$ cat config.mk
export PLATFORM = sky130hd
export DESIGN_NAME = score_ssd_driver
export DESIGN_NICKNAME = d
export VERILOG_FILES = /design/src/rtl/score_ssd_driver.sv
export SDC_FILE = /design/constraint.sdc
export NUM_CORES = 1
export LEC_CHECK = 0
export CAP_MARGIN = 20
export CORE_MARGIN = 2
export CORE_UTILIZATION = 58
export CTS_BUF_LIST = sky130_fd_sc_hd__clkbuf_8 sky130_fd_sc_hd__clkbuf_16
export DETAILED_ROUTE_END_ITERATION = 8
export PLACE_DENSITY_LB_ADDON = 0.3
export SLEW_MARGIN = 25
export SYNTH_ARGS = -nofsm -noshare
export SYNTH_HDL_FRONTEND = slang
export SYNTH_SLANG_ARGS = --single-unit
$ cat constraint.sdc
create_clock -name clk -period 2 [get_ports clk]
set_input_delay 0.2 -clock clk [delete_from_list [all_inputs] [get_ports clk]]
set_output_delay 0.2 -clock clk [all_outputs]
set_load 0.05 [all_outputs]
$ cat src/rtl/score_ssd_driver.sv
// score_ssd_driver
// Converts a 16-bit binary score into four decimal digits using a free-running
// sequential double-dabble engine (LOAD, SHIFT x16, COMMIT), saturates at 9999,
// and scans the digits onto an active-low 4-anode / 7-segment display.
module score_ssd_driver #(
  parameter int unsigned SCAN_BITS = 18,
  parameter bit          BLANK_LZ  = 1'b1
) (
  input  logic        clk,
  input  logic        reset_n,
  input  logic [15:0] score,
  output logic [6:0]  ssdOut,
  output logic [3:0]  anode,
  output logic        overflow,
  output logic        conv_done
);

  typedef enum logic [1:0] {
    S_LOAD   = 2'd0,
    S_SHIFT  = 2'd1,
    S_COMMIT = 2'd2
  } state_t;

  state_t                 r_state;
  logic [15:0]            r_bin;
  logic [19:0]            r_bcd;
  logic [4:0]             r_cnt;
  logic [15:0]            r_digits;   // {thousands, hundreds, tens, ones}
  logic [SCAN_BITS-1:0]   r_scan;

  logic [19:0]            w_bcd_adj;
  logic [1:0]             w_sel;
  logic [3:0]             w_digit;
  logic [3:0]             w_anode;
  logic                   w_blank;
  logic [6:0]             w_seg;

  // Double-dabble correction: every BCD nibble >= 5 gets +3 before the shift.
  always_comb begin
    w_bcd_adj = r_bcd;
    for (int unsigned i = 0; i < 5; i++) begin
      if (r_bcd[4*i +: 4] >= 4'd5) begin
        w_bcd_adj[4*i +: 4] = r_bcd[4*i +: 4] + 4'd3;
      end
    end
  end

  // Converter FSM: capture, 16 shift steps, then commit all digits at once.
  // The ten-thousands nibble being non-zero is equivalent to score > 9999.
  always_ff @(posedge clk) begin
    if (!reset_n) begin
      r_state   <= S_LOAD;
      r_bin     <= '0;
      r_bcd     <= '0;
      r_cnt     <= '0;
      r_digits  <= '0;
      overflow  <= 1'b0;
      conv_done <= 1'b0;
    end else begin
      conv_done <= 1'b0;
      case (r_state)
        S_LOAD: begin
          r_bin   <= score;
          r_bcd   <= '0;
          r_cnt   <= '0;
          r_state <= S_SHIFT;
        end
        S_SHIFT: begin
          {r_bcd, r_bin} <= {w_bcd_adj[18:0], r_bin, 1'b0};
          r_cnt          <= r_cnt + 5'd1;
          if (r_cnt == 5'd15) begin
            r_state   <= S_COMMIT;
            conv_done <= 1'b1;
          end
        end
        S_COMMIT: begin
          if (r_bcd[19:16] != 4'd0) begin
            r_digits <= 16'h9999;
            overflow <= 1'b1;
          end else begin
            r_digits <= r_bcd[15:0];
            overflow <= 1'b0;
          end
          r_state <= S_LOAD;
        end
        default: r_state <= S_LOAD;
      endcase
    end
  end

  // Free-running refresh counter; its top two bits pick the active digit.
  always_ff @(posedge clk) begin
    if (!reset_n) begin
      r_scan <= '0;
    end else begin
      r_scan <= r_scan + {{(SCAN_BITS-1){1'b0}}, 1'b1};
    end
  end

  assign w_sel = r_scan[SCAN_BITS-1 -: 2];

  // Digit/anode selection with leading-zero blanking of the upper slots.
  always_comb begin
    w_digit = r_digits[3:0];
    w_anode = 4'b1110;
    w_blank = 1'b0;
    case (w_sel)
      2'd0: begin
        w_digit = r_digits[3:0];
        w_anode = 4'b1110;
        w_blank = 1'b0;
      end
      2'd1: begin
        w_digit = r_digits[7:4];
        w_anode = 4'b1101;
        w_blank = BLANK_LZ && (r_digits[15:4] == 12'd0);
      end
      2'd2: begin
        w_digit = r_digits[11:8];
        w_anode = 4'b1011;
        w_blank = BLANK_LZ && (r_digits[15:8] == 8'd0);
      end
      default: begin
        w_digit = r_digits[15:12];
        w_anode = 4'b0111;
        w_blank = BLANK_LZ && (r_digits[15:12] == 4'd0);
      end
    endcase
  end

  // BCD to active-low {a,b,c,d,e,f,g} segment decode.
  always_comb begin
    w_seg = 7'b1111111;
    case (w_digit)
      4'd0:    w_seg = 7'b0000001;
      4'd1:    w_seg = 7'b1001111;
      4'd2:    w_seg = 7'b0010010;
      4'd3:    w_seg = 7'b0000110;
      4'd4:    w_seg = 7'b1001100;
      4'd5:    w_seg = 7'b0100100;
      4'd6:    w_seg = 7'b0100000;
      4'd7:    w_seg = 7'b0001111;
      4'd8:    w_seg = 7'b0000000;
      4'd9:    w_seg = 7'b0000100;
      default: w_seg = 7'b1111111;
    endcase
  end

  // Registered pins: anode and segments switch together, one cycle after sel.
  always_ff @(posedge clk) begin
    if (!reset_n) begin
      anode  <= 4'b1111;
      ssdOut <= 7'b1111111;
    end else begin
      anode  <= w_anode;
      ssdOut <= w_blank ? 7'b1111111 : w_seg;
    end
  end

endmodule

==> flow_results.org, run 1 <==
** Run status
- Status :: completed

** Yosys
- Synthesized netlist net count :: a little under 500
- Most used DFF post-synth :: sky130_fd_sc_hd__dfxtp_1
- After synthesis the cells add up to 4080 sq um.
- Synth cell types :: just over 40
- Synth Instances :: approximately 460
- Post-synth top area cell :: sky130_fd_sc_hd__dfxtp_1
- In this run, synthesis inferred 0 flip-flops with an integrated enable.
- The share of the Yosys chip area taken by registers is 0.442.
- Of the post-synthesis cell area, the dominant cell type holds 0.442.
- Largest cells by area after synthesis :: sky130_fd_sc_hd__dfxtp_1, sky130_fd_sc_hd__nor2_1, sky130_fd_sc_hd__ha_1
- Of all flip-flops after synthesis, the portion carrying an async set or reset was 0.
- Dividing the synthesized area by the synthesized cell count gives 8.95 sq um.
- Yosys Warn Count :: 0
- Counting flops and latches in the post-synthesis netlist gives 90.

** Job
- The tool flagged a number of max-cap violations equal to 0.

** Clock network
- Post-CTS clock slew at the launch and capture registers of the worst setup and hold paths :: 90 ps
- Library cell used as clock root buffer :: sky130_fd_sc_hd__clkbuf_8
- The clock passes through at most 2 buffers.
- The number of clock buffers added by TritonCTS is 9.
- TritonCTS built the clock tree.
- For this design, the sink count on the clock tree is 90.
- Setup repair bufs after CTS :: 0
- Number of H-tree levels :: 3
- Later-pin clock latency in the skew report :: 360 ps

** Die
- The total area inside the core boundary comes to slightly below 7000 sq um.
- In this run the horizontal extent of the chip is just under 90 um.
- The floorplan step set the die height to 87.9 um.
- For this configuration, the core starts out at a cell density of 0.601.
- Row generation in the floorplan step produced 30 rows.
- The die covers ~7700 sq um.
- Pin placement for this block handled 31 I/O pins.

** Place
- Input/output buffers :: 30
- Once detailed placement completed, the half-perimeter wirelength came to ~5400 um.
- Routability Congestion :: 0.901
- Once placement finished, the instance area stood at about 4500 sq um.

** Timing
- Worst-Margin Slew :: 498 ps
- Fin. Hold Viols :: 0
- RSZ-0062 raised after global routing :: no
- Tmin final :: approximately 1800 ps
- Setup violations remaining at the end of the flow were counted as 0.
- Number of pins exceeding their max-slew limit in the final report :: 0
- Timing would allow up to roughly 550 MHz.
- Final sum of negative setup slack :: 0 ps
- Post-route clock skew :: slightly below 9 ps
- Post-route clock period utilization :: 0.917
- Relative slew slack :: 0.667

** Route
- The detailed router put a total of roughly 3600 um of wire on met1.
- Via count normalized by instance count :: roughly 5.5
- For this block, the routed nets add up to ~7800 um of wire.
- Remaining antenna violation count after routing :: 0
- The routed layout has between 3000 and 4000 vias.
- Number of DRC violations after detailed routing :: 0
- Number of violations reported at the end of detailed-routing iteration 0 :: 209
- The highest metal layer carrying signal wires in the routed design is met4.
- Detail-routed net length per standard cell :: 13.4 um
- The first TritonRoute pass finished after 4 iterations.
- After detailed routing, the met3 layer carries 269 um of wire.
- In the detailed route, the total length drawn on met2 is between 3000 and 4000 um.

** Critical path
- Gate family responsible for the most delay along the worst path :: multiplexers
- Required time of the critical path :: ~2200 ps
- STA classifies the critical path endpoint as a register.
- Number of buffer and inverter instances along the worst setup path :: 1
- Crit path max fanout :: 6
- In this design, the stage delay of the slowest critical-path cell is 600 ps.
- STA classifies the critical path startpoint as a register.
- The critical path in this run is classified as register to register.
- The slowest stage of the critical path is the sky130_fd_sc_hd__mux4_2 cell.
- Endpoint arrival time on the critical path :: 2070 ps
- The signal on the critical path passes through mux4_2 -> inv_1 -> ha_1 -> nor2b_1 -> a211oi_2 -> o21ai_1.

** Cells and area
- The multi-input combinational cells in the finished layout cover a total of 2090 sq um.
- Antenna fix cells :: 0
- Ratio of cells with drive above 1 in the final layout :: 0.0903
- Post-Route Utilization :: 0.695
- The filler cells instantiated in the layout total 525.
- The sequential cells in the finished layout cover a total of between 1500 and 2000 sq um.
- Area delta synth->final :: 15.7%
- Final net count :: between 500 and 600
- After routing the design area is 4720 sq um.

** Power and ir drop
- Power density over cell area :: ~760 nW/um^2
- Worst VDD drop :: between 0.5 and 0.6 mV
- Leakage :: around 1.8 nW
- Overall Power :: 3.57 mW

** GRT
- The first global-routing pass estimated between 10000 and 15000 um of wire.
- For this run, the total global-route usage over all layers was measured as 0.219.
- Pin count of the biggest net entering global routing :: 37
- The via count of the first global-routing pass was between 3000 and 4000.
- Antenna violations before repair :: 0
- Overall overflow remaining after global route :: 0

** Hold path
- The path class of the tightest hold or removal check is input pin to register.
==> metal layers <==
layer  global-route usage  vias to the layer above
met5                    0                        -
met4               0.0923                        0
met3               0.0349                        8
met2                0.375                       57
met1                0.275                     1527
li1                     -                     1639
==> logic make-up (layout without fill, tap and decap cells) <==
| group | Yosys count | after routing | share of synthesized area |
|---|---|---|---|
| compound gates | 103 | 103 | 0.151 |
| buf+inv | 42 | 73 | 0.0448 |
| xor+xnor | 21 | 21 | 0.0451 |
| mux | 26 | 26 | 0.0764 |
| flops | 90 | 90 | 0.442 |
| fa+ha+maj | 19 | 19 | 0.0583 |
| simple gates | 155 | 155 | 0.183 |
==> layout by cell type, fill, tap and decap left out, drive strengths merged, types with 11 or more instances in the layout <==
| master | Yosys | layout |
|---|---|---|
| a21oi | 46 | 46 |
| buf | 14 | 11 |
| o21ai | 27 | 27 |
| nand3 | 17 | 17 |
| clkdlybuf4s50 | 0 | 30 |
| mux2i | 18 | 18 |
| xor2 | 13 | 13 |
| dfxtp | 90 | 90 |
| ha | 19 | 19 |
| nor2 | 78 | 78 |
| inv | 16 | 16 |
| a22oi | 16 | 16 |
==> power breakdown <==
group	internal [mW]	switching, mW	leakage (nW)
clock	0.868	0.641	0.127
sequential	1.83	0.0218	0.733
combinational	0.0973	0.115	0.979
==> tightest hold or removal path, stage by stage <==
cell	delay, ps
sky130_fd_sc_hd__clkdlybuf4s50_1	450
sky130_fd_sc_hd__a22oi_1	50
sky130_fd_sc_hd__nor2_1	80
==> final timing paths <==
kind,start,cells after the start,slack [ps],endpoint
setup / recovery,r_scan[16],6,170,ssdOut[1]
hold / removal,score[0],3,460,r_bin[0]
setup reg to reg,r_scan[16],6,170,ssdOut[1]
hold reg to reg,r_scan[0],1,490,r_scan[0]
==> Yosys cell counts (3+ instances only) <==
library cell / n
sky130_fd_sc_hd__dfxtp_1: 90
sky130_fd_sc_hd__nor3_1: 7
sky130_fd_sc_hd__nand3_1: 17
sky130_fd_sc_hd__a2bb2oi_1: 4
sky130_fd_sc_hd__a22oi_1: 16
sky130_fd_sc_hd__o21ai_1: 6
sky130_fd_sc_hd__nor2b_1: 5
sky130_fd_sc_hd__nor2_1: 78
sky130_fd_sc_hd__and4_1: 3
sky130_fd_sc_hd__o221a_2: 4
sky130_fd_sc_hd__nor3b_1: 5
sky130_fd_sc_hd__clkbuf_1: 12
sky130_fd_sc_hd__nor4_1: 3
sky130_fd_sc_hd__o21ai_0: 21
sky130_fd_sc_hd__nand2b_1: 8
sky130_fd_sc_hd__nand4_1: 5
sky130_fd_sc_hd__buf_2: 8
sky130_fd_sc_hd__or3_1: 3
sky130_fd_sc_hd__nand2_1: 9
sky130_fd_sc_hd__mux2_2: 4
sky130_fd_sc_hd__mux2i_1: 18
sky130_fd_sc_hd__and3_1: 5
sky130_fd_sc_hd__xor2_1: 13
sky130_fd_sc_hd__a21oi_1: 46
sky130_fd_sc_hd__ha_1: 19
sky130_fd_sc_hd__inv_1: 16
sky130_fd_sc_hd__xnor2_1: 8
sky130_fd_sc_hd__nand3b_1: 3
sky130_fd_sc_hd__buf_1: 4
==> repair_timing <==
item,in CTS,in global routing
hold buffers,0,0
resized for setup,0,1
setup endpoints to repair,0,1
==> sequential cells by signal (all words and copies together), names as in the netlist <==
register,count
r_bcd,20
r_scan,18
r_bin,16
r_digits,16
ssdOut,7
r_cnt,5
anode,4
r_state,2
conv_done,1
overflow,1
==> layout make-up <==
| cell class | count | share of cell area |
|---|---|---|
| multi-input cells | 324 | 0.443 |
| flip-flops and latches | 90 | 0.382 |
| repair buffers | 41 | 0.0838 |
| clock buffers | 10 | 0.0292 |
| well taps | 96 | 0.0254 |
| clock inverters | 6 | 0.0239 |
| inverters | 16 | 0.0127 |
==> per-stage QoR <==
step / cells / hold WS, ps / worst slack [ps]
finish: 583 / 459 / 167
global route: 583 / 492 / 53.0
detailed placement: 567 / 470 / 103
global placement: 567 / 458 / 234
CTS: 583 / 464 / 102
floorplan: 456 / 338 / 221
Note: power is estimated with default switching activity, not from simulation.
==> run 2, diff against run 1 <==
--- a/config.mk
+++ b/config.mk
@@ -5,7 +5,7 @@
 export SDC_FILE = /design/constraint.sdc
 export NUM_CORES = 1
 export LEC_CHECK = 0
-export CAP_MARGIN = 20
+export CAP_MARGIN = 10
 export CORE_MARGIN = 2
 export CORE_UTILIZATION = 58
 export CTS_BUF_LIST = sky130_fd_sc_hd__clkbuf_8 sky130_fd_sc_hd__clkbuf_16
==> results of run 2 <==
Final layout, timing and power as in run 1 (identical DEF).
